[src/rtl/commit_redirect.sv]
// Commit stage after the branch/PC-relative execute unit.
// Takes one exec result per handshake. It registers the GPR writeback and
// counts retired instructions. On a taken control transfer it pulses a fetch
// redirect and then holds flush for a programmable number of cycles.
// A taken target that is not 4-byte aligned raises a precise exception.
// The stage then halts until the exception is acknowledged.
//
// state | meaning
// ------+---------------------------------------------------------------
// RUN   | accepting results (in_ready=1)
// FLUSH | redirect issued, flush held while down-counter runs to zero
// HALT  | misaligned-target exception pending, waiting for exc_ack
module commit_redirect #(
   parameter int XLEN         = 32,
   parameter int REG_IDX_W    = 5,
   parameter int FLUSH_CYCLES = 2
) (
   input  logic                 clk,
   input  logic                 rst,
   input  logic                 in_valid,
   output logic                 in_ready,
   input  logic                 in_rd_we,
   input  logic [REG_IDX_W-1:0] in_rd_idx,
   input  logic [XLEN-1:0]      in_rd_val,
   input  logic                 in_br_valid,
   input  logic [XLEN-1:0]      in_br_target,
   output logic                 rf_we,
   output logic [REG_IDX_W-1:0] rf_waddr,
   output logic [XLEN-1:0]      rf_wdata,
   output logic                 redirect_valid,
   output logic [XLEN-1:0]      redirect_pc,
   output logic                 flush,
   output logic                 exc_valid,
   output logic [XLEN-1:0]      exc_tval,
   input  logic                 exc_ack,
   output logic [63:0]          instret
);

   localparam logic [1:0] S_RUN   = 2'd0;
   localparam logic [1:0] S_FLUSH = 2'd1;
   localparam logic [1:0] S_HALT  = 2'd2;

   // Counter holds the remaining flush cycles after the current one.
   localparam logic [3:0] C_FLUSH_LOAD = 4'(FLUSH_CYCLES - 1);

   logic [1:0]           r_state;
   logic [3:0]           r_cnt;
   logic                 r_rf_we;
   logic [REG_IDX_W-1:0] r_rf_waddr;
   logic [XLEN-1:0]      r_rf_wdata;
   logic                 r_redirect_valid;
   logic [XLEN-1:0]      r_redirect_pc;
   logic                 r_flush;
   logic                 r_exc_valid;
   logic [XLEN-1:0]      r_exc_tval;
   logic [63:0]          r_instret;

   logic w_accept;
   logic w_misaligned;
   logic w_wr_rd;

   assign in_ready     = (r_state == S_RUN);
   assign w_accept     = in_valid && in_ready;
   assign w_misaligned = in_br_valid && (in_br_target[1:0] != 2'b00);
   assign w_wr_rd      = in_rd_we && (in_rd_idx != '0);

   // Sequencer. Writeback and redirect are single-cycle pulses. Flush and
   // exception are held by their states.
   always_ff @(posedge clk or negedge rst) begin
      if (!rst) begin
         r_state          <= S_RUN;
         r_cnt            <= '0;
         r_rf_we          <= 1'b0;
         r_rf_waddr       <= '0;
         r_rf_wdata       <= '0;
         r_redirect_valid <= 1'b0;
         r_redirect_pc    <= '0;
         r_flush          <= 1'b0;
         r_exc_valid      <= 1'b0;
         r_exc_tval       <= '0;
         r_instret        <= '0;
      end else begin
         r_rf_we          <= 1'b0;
         r_redirect_valid <= 1'b0;
         case (r_state)
            S_RUN: begin
               if (w_accept) begin
                  if (w_misaligned) begin
                     // Precise trap: nothing from this instruction retires.
                     r_exc_valid <= 1'b1;
                     r_exc_tval  <= in_br_target;
                     r_state     <= S_HALT;
                  end else begin
                     r_rf_we    <= w_wr_rd;
                     r_rf_waddr <= in_rd_idx;
                     r_rf_wdata <= in_rd_val;
                     r_instret  <= r_instret + 64'd1;
                     if (in_br_valid) begin
                        r_redirect_valid <= 1'b1;
                        r_redirect_pc    <= in_br_target;
                        r_flush          <= 1'b1;
                        r_cnt            <= C_FLUSH_LOAD;
                        r_state          <= S_FLUSH;
                     end
                  end
               end
            end
            S_FLUSH: begin
               if (r_cnt == 4'd0) begin
                  r_flush <= 1'b0;
                  r_state <= S_RUN;
               end else begin
                  r_cnt <= r_cnt - 4'd1;
               end
            end
            S_HALT: begin
               if (exc_ack) begin
                  r_exc_valid <= 1'b0;
                  r_state     <= S_RUN;
               end
            end
            default: begin
               r_flush     <= 1'b0;
               r_exc_valid <= 1'b0;
               r_state     <= S_RUN;
            end
         endcase
      end
   end

   assign rf_we          = r_rf_we;
   assign rf_waddr       = r_rf_waddr;
   assign rf_wdata       = r_rf_wdata;
   assign redirect_valid = r_redirect_valid;
   assign redirect_pc    = r_redirect_pc;
   assign flush          = r_flush;
   assign exc_valid      = r_exc_valid;
   assign exc_tval       = r_exc_tval;
   assign instret        = r_instret;

endmodule

[config.mk]
export PLATFORM = sky130hd
export DESIGN_NAME = commit_redirect
export DESIGN_NICKNAME = d
export VERILOG_FILES = /design/src/rtl/commit_redirect.sv
export SDC_FILE = /design/constraint.sdc
export NUM_CORES = 1
export LEC_CHECK = 0
export BUFFER_PORTS_ARGS = -buffer_cell sky130_fd_sc_hd__buf_4
export CORE_MARGIN = 1
export CORE_UTILIZATION = 50
export DETAILED_ROUTE_END_ITERATION = 10
export PLACE_DENSITY = 0.88
export SYNTH_ARGS = -nofsm -noshare
export SYNTH_HDL_FRONTEND = slang
export SYNTH_SLANG_ARGS = --single-unit
[constraint.sdc]
create_clock -name clk -period 2.46 [get_ports clk]
set_input_delay 0.123 -clock clk [delete_from_list [all_inputs] [get_ports clk]]
set_output_delay 0.123 -clock clk [all_outputs]
set_load 0.005 [all_outputs]
## Yosys cells after proc, flatten, opt, wreduce, memory -nomap -nowiden

Cells that the tools add are included.

| word-level totals | value |
|---|---|
| flip-flop bits (word level) | 175 |
| input bits | 75 |
| logic and storage cells | 68 |

| operators by class | value |
|---|---|
| $add $sub $neg | 2 |
| eq/ne operators | 10 |
| mux-type cells | 27 |
| bitwise gates (word level) | 3 |
| reductions and logical operators | 15 |

Operator list:

| operator | number |
|---|---|
| 64-bit by 1-bit adder with 64-bit output, second input constant | 1 |
| 4-bit 2-to-1 mux | 4 |
| 1-bit 2-to-1 mux | 14 |
| 4-bit AND reduction | 3 |
| 2-bit 2-to-1 mux | 5 |
| 5-bit AND reduction | 2 |
| 2-bit != test, second input constant | 4 |
| 4-bit one-hot mux with 2 select lines | 1 |
| 2-bit by 1-bit != test with 1-bit output, second input constant | 3 |
| 1-bit one-hot mux with 3 select lines | 2 |
| 2-bit one-hot mux with 3 select lines | 1 |
| 3-bit AND reduction | 2 |
| 5-bit nonzero test | 1 |
| 4-bit zero test | 1 |
| 2-bit nonzero test | 2 |
| 4-bit by 1-bit subtractor with 4-bit output, second input constant | 1 |
| 1-bit logical AND | 3 |
| 3-bit by 1-bit != test with 1-bit output, second input constant | 1 |
| 1-bit inverter | 3 |
| 2-bit by 1-bit equality test with 1-bit output, second input constant | 1 |
| 2-bit equality test, second input constant | 1 |
| 2-bit zero test | 1 |

## Longest topological paths before layout

Gate-level depths: netlist of run 1.

| depth | value |
|---|---|
| depth in word-level cells | 5 |
| mapped depth | 7 |

## Least setup slack after synthesis of run 1

Ideal clock, no wire load.

| timing | value |
|---|---|
| kind | reg2reg |
| start point | register r_state[0] |
| end point | register r_instret[57] (netlist: instret[57]) |
| arrival | 2.029 ns |
| required time | 2.381 ns |
| setup slack | 0.351 ns |
| cell stages (with the launch flop) | 8 |
| cells stage by stage | dfrtp_1 -> or3b_1 -> buf_2 -> nor4_4 -> nand3_2 -> buf_6 -> nor3_2 -> xor2_1 |

| between the ends | value |
|---|---|
| word-level cells in the longest chain between the ends | 3 |

Ends and longest elaborated chain:

| item | line | source |
|---|---|---|
| from (decl) | 46 | `logic [1:0] r_state;` |
| from (signal assigned) | 71 | `r_state <= S_RUN;` |
| from (signal assigned) | 92 | `r_state <= S_HALT;` |
| from (signal assigned) | 103 | `r_state <= S_FLUSH;` |
| 2-bit zero test (*) | 62, 85 |  |
| 1-bit logical AND | 63 | `assign w_accept = in_valid && in_ready;` |
| 3-bit AND reduction (no source line) (*) | n/a |  |
| to (signal assigned) | 97 | `r_instret <= r_instret + 64'd1;` |
| to (decl) | 56 | `logic [63:0] r_instret;` |

Every way passes the cells marked *; elsewhere a longest branch is shown, timed or not.
A chain may end at the register's enable or synchronous reset.

## Final worst setup path of run 1

| timing | value |
|---|---|
| start point | register r_state[0] |
| end point | register r_instret[51] (netlist: instret[51]) |

Same word-level chain as after synthesis.

==> flow_results.xml, run 1 <==
<?xml version="1.0" encoding="UTF-8"?>
<metrics>
  <group name="global_routing">
    <metric name="grt-ovfl-total" unit="">0</metric>
    <metric name="gr-usage-all-layers" unit="">0.293</metric>
    <metric name="largest_net_degree_at_the_start_of_global_routing" unit="">65</metric>
    <metric name="grt_antenna_before_repair" unit="">0</metric>
    <metric name="grt_pass1_wl" unit="microns">33800</metric>
    <metric name="first_global_vias" unit="">6819</metric>
  </group>
  <group name="sta">
    <metric name="finalSetupTns" unit="ns">0</metric>
    <metric name="worst_clock_skew" unit="ns">0.00644</metric>
    <metric name="slew_violations" unit="">0</metric>
    <metric name="setup_slack" unit="ns">0.156</metric>
    <metric name="period_needed" unit="ns">2.30</metric>
    <metric name="tightestPinTransition" unit="ns">0.778</metric>
    <metric name="rsz0062_at_grt" unit="">no</metric>
    <metric name="slew_headroom" unit="">0.481</metric>
    <metric name="finalHoldViolations" unit="">0</metric>
    <metric name="whs" unit="ns">0.0643</metric>
    <metric name="fmax" unit="MHz">434</metric>
    <metric name="final-setup-viol-count" unit="">0</metric>
    <metric name="final.period_utilization" unit="">0.937</metric>
  </group>
  <group name="pwr">
    <metric name="power_per_cell_area" unit="nW/um^2">941</metric>
    <metric name="ir_worst_vdd" unit="uV">672</metric>
    <metric name="static-leakage-power" unit="nW">5.52</metric>
  </group>
  <group name="routing">
    <metric name="drtIter0Drc" unit="">573</metric>
    <metric name="post-route-drc-count" unit="">0</metric>
    <metric name="drtAntennaViolNets" unit="">0</metric>
    <metric name="routedWlPerCell" unit="microns">17.4</metric>
    <metric name="drt-total-wl" unit="microns">21400</metric>
    <metric name="drt_pass1_iterations" unit="">5</metric>
    <metric name="avgViaCountPerCell" unit="">5.32</metric>
    <metric name="route.vias.total" unit="">6552</metric>
  </group>
  <group name="cells_and_area">
    <metric name="layout.filler_cells" unit="">887</metric>
    <metric name="multiInputGateArea" unit="sq um">2830</metric>
    <metric name="layout.area.seq" unit="sq um">4380</metric>
    <metric name="commonest_cells_after_routing_fill_and_taps_aside" unit="">251 x buf_4, 234 x nand2_1, 175 x dfrtp_1</metric>
    <metric name="final_common_cell" unit="">buf_4</metric>
    <metric name="finalInstanceArea" unit="sq um">10800</metric>
    <metric name="design.final.nets" unit="">1114</metric>
    <metric name="post_route_cells_drive_above_1_share" unit="">0.319</metric>
    <metric name="p_r_area_growth_vs_syn" unit="%">46.9</metric>
    <metric name="finalCoreUtilization" unit="">0.764</metric>
  </group>
  <group name="die">
    <metric name="fp.dieW" unit="microns">123</metric>
    <metric name="io_pins" unit="">245</metric>
    <metric name="core" unit="sq um">14100</metric>
    <metric name="std_cell_rows" unit="">43</metric>
    <metric name="initial_core_utilization" unit="">0.520</metric>
    <metric name="die_area" unit="sq um">15100</metric>
    <metric name="die_y" unit="microns">123</metric>
  </group>
  <group name="synth">
    <metric name="yosys_warnings" unit="">0</metric>
    <metric name="syn-mean-instance-area" unit="sq um">10.3</metric>
    <metric name="ys_top_cells_by_area" unit="">dfrtp_1 60%, nand2_1 12%, xor2_1 5.0%, mux2_2 4.8%, xnor2_1 2.6%</metric>
    <metric name="async_flop_share" unit="">1.00</metric>
    <metric name="synth.top_cell.area_share" unit="">0.597</metric>
    <metric name="synth.largest_area_cell" unit="">dfrtp_1</metric>
    <metric name="synth_top_flop_cell" unit="">dfrtp_1</metric>
    <metric name="number_of_nets_in_the_synthesized_netlist" unit="">788</metric>
    <metric name="synth_enable_flop_cells" unit="">0</metric>
    <metric name="synth-seq-cells" unit="">175</metric>
    <metric name="post_synthesis_cell_type_count" unit="">41</metric>
    <metric name="synthesis.area" unit="sq um">7330</metric>
    <metric name="netlist_instances" unit="">711</metric>
    <metric name="seq_area_frac_synth" unit="">0.597</metric>
  </group>
  <group name="job">
    <metric name="max_cap_violations" unit="">0</metric>
  </group>
  <group name="critical_path">
    <metric name="timing.critical_path.from" unit="">r_state[0]</metric>
    <metric name="timing.critical_path.arrival" unit="ns">2.65</metric>
    <metric name="startpoint_type_of_the_worst_setup_path" unit="">register</metric>
    <metric name="regToRegSetupSlack" unit="ns">0.16</metric>
    <metric name="crit_end" unit="">instret[51]</metric>
    <metric name="worstPathRequired" unit="ns">2.80</metric>
    <metric name="worstReg2RegEnd" unit="">instret[51]</metric>
    <metric name="timing.critical_path.to_type" unit="">register</metric>
    <metric name="cpMaxStageDelayCell" unit="">or3b_1</metric>
    <metric name="crit_type" unit="">register to register</metric>
    <metric name="worst-r2r-cell-count" unit="">5</metric>
    <metric name="crit_path_max_fanout" unit="">14</metric>
    <metric name="crit_path_cell_trace" unit="">or3b_1 &gt; nor4_4 &gt; nand3_2 &gt; nor3_1 &gt; xor2_1</metric>
    <metric name="worst_r2r_startpoint" unit="">r_state[0]</metric>
    <metric name="critPathMaxStageDelay" unit="ns">0.56</metric>
  </group>
  <group name="clock_tree">
    <metric name="htree_num_levels" unit="">4</metric>
    <metric name="worst_skew_pair.late_latency" unit="ns">0.42</metric>
    <metric name="cts_buffers" unit="">17</metric>
    <metric name="cts_root_buf" unit="">clkbuf_16</metric>
    <metric name="clkTransAtPathRegs" unit="ns">0.06</metric>
    <metric name="cts_sinks" unit="">175</metric>
    <metric name="max-clock-path-buffers" unit="">2</metric>
    <metric name="clock_tree_from_tritoncts" unit="">yes</metric>
    <metric name="buffer_count_from_post_cts_setup_fixing" unit="">0</metric>
  </group>
  <group name="placement">
    <metric name="dp_slack" unit="ns">0.206</metric>
    <metric name="place.detailed.hpwl" unit="microns">13700</metric>
    <metric name="dpl-instance-area" unit="sq um">9470</metric>
    <metric name="gp_congestion" unit="">0.863</metric>
    <metric name="io_buffers" unit="">244</metric>
  </group>
  <group name="min_path">
    <metric name="hold_path.class" unit="">primary input to register</metric>
  </group>
  <group name="outcome">
    <metric name="outcome" unit="">complete, no violations</metric>
  </group>
</metrics>
## Yosys cell counts (all sizes together), types with 4 or more instances
cell type	number
nor2	32
nand2	235
nor3	25
nand4	26
inv	11
clkbuf	18
and3	5
nor4	18
xnor2	22
or2	5
dfrtp	175
mux2	31
xor2	42
a21oi	4
nand3	32
## metal layers
| layer | vias up | GRT usage | wire length [microns] |
|---|---|---|---|
| met3 | 47 | 0.0747 | 1390 |
| met4 | 0 | 0.123 | 604 |
| met2 | 293 | 0.512 | 11100 |
| met5 | - | 0 | 0 |
| li1 | 3004 | - | - |
| met1 | 3208 | 0.343 | 8300 |
## metrics by stage
step	power (mW)	instances
CTS	10.1	1230
floorplan	5.39	711
finish	10.1	1231
global route	10.7	1230
detailed placement	7.35	1127
global placement	7.21	1127
## critical path, delay by kind of cell (launching register included)
family,cells,cell delay (ns)
AND/OR/NAND/NOR,4,1.68
flip-flops,1,0.37
XOR/XNOR,1,0.18
## kinds of logic (layout without fill, tap and decap cells)
| kind of cell | after synthesis | count (layout) | synth area share |
|---|---|---|---|
| DFF | 175 | 175 | 0.597 |
| buffers and inverters | 33 | 372 | 0.0181 |
| xor gates and xnor gates | 64 | 64 | 0.0765 |
| other | 0 | 1 | 0 |
| adders and majority gates | 2 | 2 | 0.00341 |
| AOI/OAI and AO/OA | 10 | 10 | 0.00802 |
| muxes | 32 | 32 | 0.0490 |
| and+or+nand+nor | 395 | 395 | 0.248 |
## layout make-up
cell class                 instances  area share
sequential                       175       0.407
multi-input combinational        503       0.263
timing repair buffer             328       0.251
clock buffer                      23      0.0435
tap                              180      0.0209
clock inverter                     9      0.0102
inverter                          12     0.00418
antenna                            1    0.000232
## state kept, by name (all words and copies together) (netlist names), 2 cells and up
signal,count
rf_wdata,32
rf_waddr,5
exc_tval,32
instret,64
redirect_pc,32
r_cnt,4
r_state,2
## how the worst min path moves through the flow
stage	startpoint	to	slack [ns]	cells after the start
2_1_floorplan	rst	exc_tval[0]	-0.17	0
3_3_place_gp	rst	exc_tval[18]	0.12	1
3_5_place_dp	rst	exc_tval[18]	0.12	1
4_1_cts	exc_ack	exc_valid	0.04	4
5_1_grt	exc_ack	r_state[1]	0.09	4
6_report	exc_ack	exc_valid	0.06	4
## timing repair
item,4_1_cts,5_1_grt
hold buffers,71,0
hold endpoints to repair,154,0
resized for setup,0,1
endpoints found under the setup margin,0,1
## where the power goes
| part | switching [mW] | internal, mW | total (mW) |
|---|---|---|---|
| Combinational | 1.34 | 1.76 | 3.10 |
| Sequential | 0.607 | 3.80 | 4.40 |
| Clock | 1.08 | 1.55 | 2.63 |
| Total | 3.03 | 7.11 | 10.1 |
Power figures use the tool's default switching activity.
==> run 2, diff against run 1 <==
--- a/config.mk
+++ b/config.mk
@@ -9,7 +9,9 @@
 export CORE_MARGIN = 1
 export CORE_UTILIZATION = 50
 export DETAILED_ROUTE_END_ITERATION = 10
+export GPL_TIMING_DRIVEN = 0
 export PLACE_DENSITY = 0.88
+export REMOVE_ABC_BUFFERS = 1
 export SYNTH_ARGS = -nofsm -noshare
 export SYNTH_HDL_FRONTEND = slang
 export SYNTH_SLANG_ARGS = --single-unit
==> run 2 against run 1 <==
Critical path type unchanged. Largest cell class unchanged. Largest power group unchanged. Highest routed layer unchanged. Clock skew grew 0.0038 ns. Power shrank 0.22%. Worst hold slack lost 0.036 ns.
==> flow_results.xml, run 2 (synthesis gave the netlist of run 1 again) <==
<?xml version="1.0" encoding="UTF-8"?>
<metrics>
  <group name="die">
    <metric name="die_y" unit="microns">123</metric>
    <metric name="std_cell_rows" unit="">43</metric>
    <metric name="initial_core_utilization" unit="">0.520</metric>
    <metric name="io_pins" unit="">245</metric>
    <metric name="fp.dieW" unit="microns">123</metric>
    <metric name="core" unit="sq um">14100</metric>
    <metric name="die_area" unit="sq um">15100</metric>
  </group>
  <group name="global_routing">
    <metric name="grt-ovfl-total" unit="">0</metric>
    <metric name="largest_net_degree_at_the_start_of_global_routing" unit="">109</metric>
    <metric name="first_global_vias" unit="">6889</metric>
    <metric name="gr-usage-all-layers" unit="">0.306</metric>
    <metric name="grt_pass1_wl" unit="microns">35000</metric>
    <metric name="grt_antenna_before_repair" unit="">0</metric>
  </group>
  <group name="min_path">
    <metric name="hold_path_depth" unit="">4</metric>
    <metric name="hold_path.class" unit="">primary input to register</metric>
  </group>
  <group name="cells_and_area">
    <metric name="layout.filler_cells" unit="">965</metric>
    <metric name="largest_reg_flops" unit="">64</metric>
    <metric name="design.final.nets" unit="">1110</metric>
    <metric name="commonest_cells_after_routing_fill_and_taps_aside" unit="">249 x buf_4, 233 x nand2_1, 175 x dfrtp_1</metric>
    <metric name="final-instance-count-excl-fill" unit="">1226</metric>
    <metric name="final_common_cell" unit="">buf_4</metric>
    <metric name="post_route_cells_drive_above_1_share" unit="">0.322</metric>
    <metric name="p_r_area_growth_vs_syn" unit="%">46.1</metric>
    <metric name="antenna-diode-count" unit="">0</metric>
  </group>
  <group name="sta">
    <metric name="slew_headroom" unit="">0.367</metric>
    <metric name="finalHoldViolations" unit="">0</metric>
    <metric name="tightestPinTransition" unit="ns">0.947</metric>
    <metric name="fmax" unit="MHz">424</metric>
    <metric name="worst_clock_skew" unit="ns">0.0102</metric>
    <metric name="period_needed" unit="ns">2.36</metric>
    <metric name="slew_violations" unit="">0</metric>
    <metric name="rsz0062_at_grt" unit="">no</metric>
    <metric name="setup_slack" unit="ns">0.100</metric>
    <metric name="final-setup-viol-count" unit="">0</metric>
    <metric name="final.period_utilization" unit="">0.959</metric>
  </group>
  <group name="clock_tree">
    <metric name="cts_sinks" unit="">175</metric>
    <metric name="cts_root_buf" unit="">clkbuf_16</metric>
    <metric name="clock_tree_from_tritoncts" unit="">yes</metric>
    <metric name="cts_buffers" unit="">17</metric>
    <metric name="clkTransAtPathRegs" unit="ns">0.07</metric>
    <metric name="worst_skew_pair.late_latency" unit="ns">0.43</metric>
    <metric name="max-clock-path-buffers" unit="">2</metric>
    <metric name="htree_num_levels" unit="">4</metric>
  </group>
  <group name="placement">
    <metric name="dp_slack" unit="ns">-1.09</metric>
    <metric name="place.detailed.hpwl" unit="microns">13700</metric>
    <metric name="io_buffers" unit="">244</metric>
    <metric name="gp_congestion" unit="">0.843</metric>
    <metric name="number_of_cells_after_detailed_placement" unit="">1117</metric>
  </group>
  <group name="critical_path">
    <metric name="crit_path_cell_trace" unit="">nand3b_1 &gt; nor3_2 &gt; buf_4 &gt; buf_6 &gt; mux2_2</metric>
    <metric name="critPathMaxStageDelay" unit="ns">0.62</metric>
    <metric name="crit_path_max_fanout" unit="">12</metric>
    <metric name="timing.critical_path.arrival" unit="ns">2.67</metric>
    <metric name="timing.critical_path.to_type" unit="">register</metric>
    <metric name="startpoint_type_of_the_worst_setup_path" unit="">register</metric>
    <metric name="worst-r2r-cell-count" unit="">5</metric>
    <metric name="crit_type" unit="">register to register</metric>
    <metric name="cpMaxStageDelayCell" unit="">nor3_2</metric>
    <metric name="worstPathRequired" unit="ns">2.77</metric>
  </group>
  <group name="job">
    <metric name="max_cap_violations" unit="">0</metric>
  </group>
  <group name="routing">
    <metric name="avgViaCountPerCell" unit="">5.39</metric>
    <metric name="post-route-drc-count" unit="">0</metric>
    <metric name="drtAntennaViolNets" unit="">0</metric>
    <metric name="drtIter0Drc" unit="">415</metric>
    <metric name="drt_pass1_iterations" unit="">5</metric>
    <metric name="routedWlPerCell" unit="microns">18.2</metric>
    <metric name="route.vias.total" unit="">6608</metric>
    <metric name="drt-total-wl" unit="microns">22300</metric>
  </group>
  <group name="pwr">
    <metric name="power_per_cell_area" unit="nW/um^2">944</metric>
    <metric name="ir_worst_vdd" unit="uV">818</metric>
    <metric name="static-leakage-power" unit="nW">5.51</metric>
  </group>
  <group name="outcome">
    <metric name="outcome" unit="">complete, no violations</metric>
  </group>
</metrics>
[run 2: report_power, final]
part | total [mW] | internal [mW] | switching, mW
Combinational | 3.14 | 1.75 | 1.39
Clock | 2.53 | 1.38 | 1.15
Sequential | 4.44 | 3.79 | 0.646
[run 2: path summary, 6_finish.rpt]
path / start / endpoint / slack (ns)
min in group asynchronous: rst / instret[56] / 0.23
worst min-delay path: exc_ack / r_state[1] / 0.03
worst min register to register: rf_wdata[2] / rf_wdata[2] / 0.48
worst max-delay path: r_state[1] / exc_tval[15] / 0.10
max in group asynchronous: rst / redirect_pc[17] / 1.32
worst max register to register: r_state[1] / exc_tval[15] / 0.10
[run 2: area by class of cell]
| class | instances | area, sq um | share of cell area |
|---|---|---|---|
| sequential | 175 | 4380 | 0.409 |
| multi-input combinational | 503 | 2860 | 0.267 |
| timing repair buffer | 324 | 2640 | 0.247 |
| clock buffer | 21 | 470 | 0.0439 |
| tap | 180 | 225 | 0.0210 |
| clock inverter | 11 | 82.6 | 0.00771 |
| inverter | 12 | 50.0 | 0.00467 |
[run 2: routing by layer]
layer	wire length, microns	GRT usage
met1	8490	0.360
met2	11400	0.521
met3	1480	0.0826
met4	928	0.147
met5	0	0
[run 2: what timing repair did]
action / 4_1_cts / 5_1_grt
hold buffers: 72 / 0
setup buffers: 5 / 0
hold endpoints to repair: 167 / 0
endpoints found under the setup margin: 51 / 36
resized for setup: 5 / 3
pin swaps: 1 / 1
[run 2: critical path: cells and delay by family (launching register included)]
kind	cells	cell delay, ns
buffers and inverters	2	0.56
multiplexers	1	0.38
flip-flops	1	0.43
AND/OR/NAND/NOR	2	0.87
[run 2: stage by stage]
step / power [mW] / utilization / setup TNS, ns / cell area (sq um) / hold WS, ns
finish: 10.1 / 0.760 / 0 / 10700 / 0.0281
global route: 10.6 / 0.760 / 0 / 10700 / 0.0815
CTS: 9.98 / 0.759 / 0 / 10700 / 0.0159
detailed placement: 7.32 / 0.664 / -32.85 / 9370 / 0.110
global placement: 7.16 / 0.660 / -129.91 / 9300 / 0.312
floorplan: 5.37 / - / -27.49 / 7240 / -0.173
